<file path="config.mk">
export PLATFORM = sky130hd
export DESIGN_NAME = pipe_latch_skid
export DESIGN_NICKNAME = d
export VERILOG_FILES = /design/src/rtl/pipe_latch_skid_pkg.sv /design/src/rtl/pipe_entry_reg.sv /design/src/rtl/pipe_latch_skid.sv
export SDC_FILE = /design/constraint.sdc
export NUM_CORES = 1
export LEC_CHECK = 0
export ABC_AREA = 1
export BUFFER_PORTS_ARGS = -buffer_cell sky130_fd_sc_hd__buf_2
export CORE_ASPECT_RATIO = 0.5
export CORE_MARGIN = 3
export CORE_UTILIZATION = 45
export DETAILED_ROUTE_END_ITERATION = 7
export GPL_TIMING_DRIVEN = 0
export MAX_ROUTING_LAYER = met4
export PLACE_DENSITY = 0.68
export SYNTH_ARGS = -nofsm -noshare
export SYNTH_HDL_FRONTEND = slang
export SYNTH_SLANG_ARGS = --single-unit
</file>
<file path="constraint.sdc">
create_clock -name clock -period 4.1 [get_ports clock]
set_clock_uncertainty 0.05 [all_clocks]
set_input_delay 0.82 -clock clock [delete_from_list [all_inputs] [get_ports clock]]
set_output_delay 0.82 -clock clock [all_outputs]
set_load 0.03 [all_outputs]
</file>
<file path="src/rtl/pipe_latch_skid_pkg.sv">
// Shared pipeline definitions: skid-stage state encoding and default payload field indices.
package pipe_latch_skid_pkg;

  typedef enum logic [1:0] {
    ST_EMPTY = 2'd0,
    ST_ONE   = 2'd1,
    ST_FULL  = 2'd2
  } skid_state_e;

  localparam int FIELD_PC   = 0;
  localparam int FIELD_INSN = 1;
  localparam int FIELD_A    = 2;
  localparam int FIELD_B    = 3;

  // Occupancy of the stage for a given state.
  function automatic logic [1:0] state_count(skid_state_e s);
    case (s)
      ST_ONE:  return 2'd1;
      ST_FULL: return 2'd2;
      default: return 2'd0;
    endcase
  endfunction

endpackage

</file>
<file path="src/rtl/pipe_entry_reg.sv">
// One pipeline entry: a load-enabled register with asynchronous active-low clear.
module pipe_entry_reg #(
  parameter int W = 128
) (
  input  logic         clk,
  input  logic         rst_n,
  input  logic         load_i,
  input  logic [W-1:0] data_i,
  output logic [W-1:0] data_o
);

  logic [W-1:0] data_q;

  always_ff @(posedge clk or negedge rst_n) begin
    if (!rst_n) begin
      data_q <= '0;
    end else if (load_i) begin
      data_q <= data_i;
    end
  end

  assign data_o = data_q;

endmodule

</file>
<file path="src/rtl/pipe_latch_skid.sv">
// Two-entry skid pipeline latch: MAIN drives the output, SKID absorbs one entry when the
// downstream stalls, so in_ready never depends combinationally on out_ready.
module pipe_latch_skid #(
  parameter int               WIDTH  = 32,
  parameter int               FIELDS = 4,
  parameter logic [WIDTH-1:0] BUBBLE = '0
) (
  input  logic                    clock,
  input  logic                    reset,
  input  logic                    flush,
  input  logic                    in_valid,
  output logic                    in_ready,
  input  logic [FIELDS*WIDTH-1:0] in_data,
  output logic                    out_valid,
  input  logic                    out_ready,
  output logic [FIELDS*WIDTH-1:0] out_data,
  output logic [1:0]              count,
  output logic [1:0]              dbg_state
);
  import pipe_latch_skid_pkg::*;

  localparam int DW = FIELDS * WIDTH;

  // Handshake: a transfer happens on a rising edge where valid and ready are both high;
  // valid never waits on ready, and ready is a pure decode of the registered state.
  skid_state_e state_q, state_d;
  logic        accept, drain;
  logic        main_load, skid_load, main_sel_skid;
  logic [DW-1:0] main_q, skid_q, main_d;

  assign in_ready  = (state_q != ST_FULL);
  assign out_valid = (state_q != ST_EMPTY);
  assign accept    = in_valid & in_ready;
  assign drain     = out_valid & out_ready;
  assign count     = state_count(state_q);
  assign dbg_state = state_q;

  always_ff @(posedge clock or negedge reset) begin
    if (!reset) begin
      state_q <= ST_EMPTY;
    end else begin
      state_q <= state_d;
    end
  end

  // Flush clears only the state; data registers keep their contents.
  always_comb begin
    state_d       = state_q;
    main_load     = 1'b0;
    skid_load     = 1'b0;
    main_sel_skid = 1'b0;
    if (flush) begin
      state_d = ST_EMPTY;
    end else begin
      case (state_q)
        ST_EMPTY: begin
          if (accept) begin
            state_d   = ST_ONE;
            main_load = 1'b1;
          end
        end
        ST_ONE: begin
          if (accept && drain) begin
            main_load = 1'b1;
          end else if (accept) begin
            state_d   = ST_FULL;
            skid_load = 1'b1;
          end else if (drain) begin
            state_d = ST_EMPTY;
          end
        end
        ST_FULL: begin
          if (drain) begin
            state_d       = ST_ONE;
            main_load     = 1'b1;
            main_sel_skid = 1'b1;
          end
        end
        default: state_d = ST_EMPTY;
      endcase
    end
  end

  assign main_d = main_sel_skid ? skid_q : in_data;

  pipe_entry_reg #(.W(DW)) u_main (
    .clk    (clock),
    .rst_n  (reset),
    .load_i (main_load),
    .data_i (main_d),
    .data_o (main_q)
  );

  pipe_entry_reg #(.W(DW)) u_skid (
    .clk    (clock),
    .rst_n  (reset),
    .load_i (skid_load),
    .data_i (in_data),
    .data_o (skid_q)
  );

  assign out_data = out_valid ? main_q : {FIELDS{BUBBLE}};

endmodule

</file>
==> results of run 1 <==
routing by layer:
metal	vias to the layer above	global-route usage [%]
li1	5550	-
met1	5089	30.1
met2	190	37.9
met3	44	2.94
met4	0	4.64
met5	-	-
worst max-delay path, cell delays in order, from the launching register on:
cell	delay [ns]
dfrtp_1	0.52
nor2_2	0.25
clkbuf_1	0.85
buf_2	0.39
nor2_1	0.09
buf_2	0.18
report_power, final:
| part | internal [mW] | switching [mW] |
|---|---|---|
| registers | 3.30 | 0.280 |
| clock network | 1.34 | 0.961 |
| logic | 0.707 | 1.46 |
| total | 5.35 | 2.70 |
Yosys cell counts:
cell and n:
nand2_1 523, inv_1 261, nor2_1 259, dfrtp_1 258, a21oi_1 128, o21ai_0 93
buf_2 62, o21ai_1 35, buf_4 18, clkbuf_1 16, nand3_1 3, clkbuf_2 2
nand3_2 2, nor2_2 2, a21oi_2 1, inv_2 1, nand4_1 1, nor2_4 1
o21ai_2 1
cells in the final DEF (no fill, tap or decap):
cell,count
o21ai_2,1
o21ai_0,93
buf_8,1
clkinv_2,4
clkbuf_16,25
diode_2,2
nor2_4,1
clkbuf_1,20
bufinv_16,2
nand3_1,3
nor2_2,2
inv_1,261
nand4_1,1
a21oi_1,128
dfrtp_1,258
inv_2,1
buf_4,18
clkbuf_8,6
nand2_1,523
clkbuf_2,2
a21oi_2,1
o21ai_1,35
buf_16,2
nand3_2,2
buf_2,327
nor2_1,259
cell type report:
cell class,count,area [um2]
Buffer,98,515
Timing Repair Buffer,268,1400
Clock inverter,6,80.1
Sequential cell,258,6460
Tap cell,352,440
Clock buffer,35,723
Antenna cell,2,5.00
Inverter,262,983
Multi-Input combinational cell,1049,4300
Fill cell,2606,11700
kinds of logic after synthesis:
group / after synthesis / synth area share (%)
buffers and inverters: 360 / 12.2
AOI/OAI and AO/OA: 258 / 10.6
and+or+nand+nor: 791 / 24.5
DFF: 258 / 52.7
sequential cells by signal, summed over array words and instances (netlist names):
signal	count
dbg_state	2
u_main.data_o	128
u_skid.data_o	128
how the worst max path moves through the flow:
stage,endpoint,slack (ns)
finish,out_data[107],0.42
global route,out_data[107],0.26
CTS,out_data[107],0.36
detailed placement,out_data[107],0.93
global placement,u_skid.data_o[125],-2.68
floorplan,out_data[100],1.71
through the flow:
stage / setup slack, ns / hold WS (ns) / setup TNS, ns
floorplan: 1.71 / 0.399 / 0
global placement: -2.68 / 0.413 / -682.87
detailed placement: 0.929 / 0.415 / 0
CTS: 0.363 / 0.213 / 0
global route: 0.263 / 0.225 / 0
finish: 0.422 / 0.189 / 0
==> impl_results.md, run 1 <==
* Final wirelength at 32400 um
* Metal3 WL at 1080 um
* Distinct cells, synth at 19
* Yosys reg bits at 258
* Final hold violations at 0
* Site row count at 42
* Die area at 29400 um2
* Post-Synthesis Cell Area at 12300 um2
* Sequential fraction of the synthesis area at 52.7%
* Power consumption at 8.05 mW
* Post-DP HPWL at 23200 um
* Leading area contributor after synthesis: dfrtp_1
* Pre-antenna DRT Iters at 6
* Crit. End Element: output pin
* Leakage at 8.89 nW
* Unrepaired setup endpoints after global routing: false
* Inserted Clock Buffers at 24
* Crit path DAT at 2.81 ns
* R2R Setup Slk at 2.26 ns
* Average wire per standard cell at 13.9 um
* Vias in the first global route at 9985
* Cell depth of the worst flop-to-flop path at 5
* Drc violations at 0
* Mapped Cells at 1667
* Critical Path Start: dbg_state[1]
* Final max-slew violation count at 0
* Worst-path clk slew at 0.07 ns
* Area grow syn2layout at 21.6%
* Met2 wire length at 15900 um
* Postcts setup bufs at 0
* Synth top area cells: dfrtp_1 53%, nand2_1 16%, inv_1 8.0%
* Mapped Nets at 1800
* Met1 wire length at 14900 um
* Post-layout nets at 2094
* DP Area at 14100 um2
* Die height at 123 um
* FF-to-FF Start: dbg_state[1]
* Skew-Pair Late Insertion Delay at 0.52 ns
* Max layer used: met4
* # IOs at 267
* Synth warnings at 0
* Placed cell count at 2287
* Fin util at 56.0%
* First-pass GRT wire length at 51700 um
* Max Cap Viol at 0
* Max FO, Critical Path at 10
* Outcome: finished, final reports clean
* CTS tree: done
* Htree depth at 1
* DR vias at 10900
* Final Instance Area at 14900 um2
* Crit Reg-Reg Endpoint: u_skid.data_o[83]
* Area share of the largest cell type after synthesis at 52.7%
* Maximum vdd drop at 0.000243 V
* Largest net degree at the start of global routing at 113
* Initial antenna violation count at 2
* Crit Path Class: register to output pin
* CTS sink cnt at 258
* Post-CTS sizing at 0
* Vias per cell at 4.67
* Initial Util at 46.1%
* Slew @ Worst Pin at 1.11 ns
* Clock root cell: clkbuf_16
* Initial DRC count at 610
* Worst hold path type: primary input to asynchronous set/reset pin
* Final setup viols at 0
* Share of cells above drive strength 1 at 20.0%
* Final Cycle Share at 89.7%
* Fmax at 272 MHz
* Die width at 239 um
* I/O Buffers at 266
* Overflow after GRT at 0
* Worst setup SP type: register
* P per Cell Area at 540 nW/um2
* Core area at 26600 um2
* Mean area per synthesized cell at 7.35 um2
* Post-route ant nets at 0
* Hold_buf cts at 0
* Max-slew headroom at 26.2%
* WP data required at 3.23 ns
* Final min period at 3.68 ns
* Layout Cells excl Fill at 2330
* Routability congestion estimate at 0.815
* Longest Clk Path Bufs at 3
* Global Route Usage Sum at 22.7%
(Power assumes the default switching activity.)
==> inputs of run 2 (changes only) <==
--- a/config.mk
+++ b/config.mk
@@ -13,7 +13,7 @@
 export DETAILED_ROUTE_END_ITERATION = 7
 export GPL_TIMING_DRIVEN = 0
 export MAX_ROUTING_LAYER = met4
-export PLACE_DENSITY = 0.68
+export PLACE_DENSITY = 0.66
 export SYNTH_ARGS = -nofsm -noshare
 export SYNTH_HDL_FRONTEND = slang
 export SYNTH_SLANG_ARGS = --single-unit
==> impl_results.md, run 2 (synthesis gave the netlist of run 1 again) <==
* Outcome: finished, final reports clean
* Leakage at 8.90 nW
* First-pass GRT wire length at 52100 um
* Clock root cell: clkbuf_16
* Worst setup SP type: register
* Initial antenna violation count at 5
* Final Instance Area at 14900 um2
* Inserted Clock Buffers at 24
* Routability congestion estimate at 0.807
* WP data required at 3.23 ns
* Crit Path Class: register to output pin
* Final min period at 3.78 ns
* Max FO, Critical Path at 10
* Storage cell area at 6460 um2
* Maximum vdd drop at 0.000319 V
* P per Cell Area at 545 nW/um2
* Overflow after GRT at 0
* I/O Buffers at 266
* Site row count at 42
* CTS tree: done
* Initial Util at 46.1%
* Initial DRC count at 699
* Final hold violations at 0
* Final wirelength at 32500 um
* DR vias at 10800
* Vias in the first global route at 10200
* Average wire per standard cell at 13.9 um
* Final Cycle Share at 92.3%
* Post-route ant nets at 0
* Die width at 239 um
* Pre-antenna DRT Iters at 5
* Vias per cell at 4.64
* Longest Clk Path Bufs at 3
* Crit. End Element: output pin
* Slew @ Worst Pin at 1.16 ns
* Htree depth at 1
* Footprint of the multi-input gates at 4300 um2
* Power consumption at 8.15 mW
* Worst path most repeated cell: buf_2
* Worst-path clk slew at 0.07 ns
* Drc violations at 0
* Most frequent cells in the layout: 523 x nand2_1, 327 x buf_2, 261 x inv_1
* Post-layout nets at 2094
* Die height at 123 um
* Fillers at 2663
* Worst hold path type: primary input to asynchronous set/reset pin
* CTS sink cnt at 258
* Post-CTS sizing at 0
* Die area at 29400 um2
* Max-slew headroom at 22.8%
* Postcts setup bufs at 0
* Cell chain of the critical path: nor2_2, clkbuf_1, buf_2, nor2_1, buf_2
* Largest net degree at the start of global routing at 111
* Hold_buf cts at 0
* Critical path's slowest cell: clkbuf_1
* DP Area at 14100 um2
* Fmax at 264 MHz
* Final max-slew violation count at 0
* Global Route Usage Sum at 22.9%
* Final setup viols at 0
* Area grow syn2layout at 22.0%
* Max Cap Viol at 0
* Skew-Pair Late Insertion Delay at 0.52 ns
* Worst stage delay on the critical path at 0.89 ns
* Unrepaired setup endpoints after global routing: false
* Core area at 26600 um2
* Post-DP HPWL at 23200 um
* Share of cells above drive strength 1 at 20.1%
* Commonest non-fill, non-tap cell in the layout: nand2_1
* Crit path DAT at 2.91 ns
* Hold Slack at 0.167 ns
* # IOs at 267
-- run 2: worst paths after layout --
check | slack [ns] | end | cells after the start | start
min in group clock | 0.43 | u_main.data_o[70] | 2 | u_main.data_o[70]
setup reg to reg | 2.24 | u_main.data_o[59] | 7 | dbg_state[1]
hold reg to reg | 0.43 | u_main.data_o[70] | 2 | u_main.data_o[70]
hold / removal | 0.17 | u_main.data_o[54] | 1 | reset
max in group asynchronous | 2.46 | u_skid.data_o[29] | 3 | reset
setup / recovery | 0.32 | out_data[52] | 5 | dbg_state[1]
-- run 2: power by group --
group | total (mW) | switching, mW | internal [mW]
Sequential | 3.58 | 0.281 | 3.30
Clock | 2.40 | 0.989 | 1.42
Combinational | 2.16 | 1.45 | 0.707
-- run 2: per-layer routing --
| layer | GRT usage, % | vias up | wire [um] |
|---|---|---|---|
| met3 | 3.03 | 45 | 1050 |
| met2 | 38.1 | 181 | 15800 |
| met5 | - | - | 0 |
| li1 | - | 5546 | - |
| met1 | 30.2 | 5074 | 14900 |
| met4 | 5.51 | 0 | 683 |
-- run 2: final cells by class --
class	count	area share [%]
Clock buffer	36	4.86
Buffer	98	3.45
Multi-Input combinational cell	1049	28.8
Antenna cell	5	0.0837
Tap cell	352	2.95
Clock inverter	8	0.787
Timing Repair Buffer	268	9.34
Inverter	262	6.58
Sequential cell	258	43.2
-- run 2: worst max-delay path: cells and delay by family, from the launching register on --
family	cells	cell delay [ns]
simple gates	2	0.39
flops	1	0.51
buf+inv	3	1.46
-- run 2: per-stage QoR --
stage | setup WS (ns) | setup TNS [ns] | util [%] | instances
finish | 0.316 | 0 | 56.2 | 2336
global route | 0.170 | 0 | 56.2 | 2336
CTS | 0.274 | 0 | 56.2 | 2331
detailed placement | 0.844 | 0 | 53.0 | 2287
global placement | -2.69 | -684.25 | 52.7 | 2285
floorplan | 1.71 | 0 | - | 1667
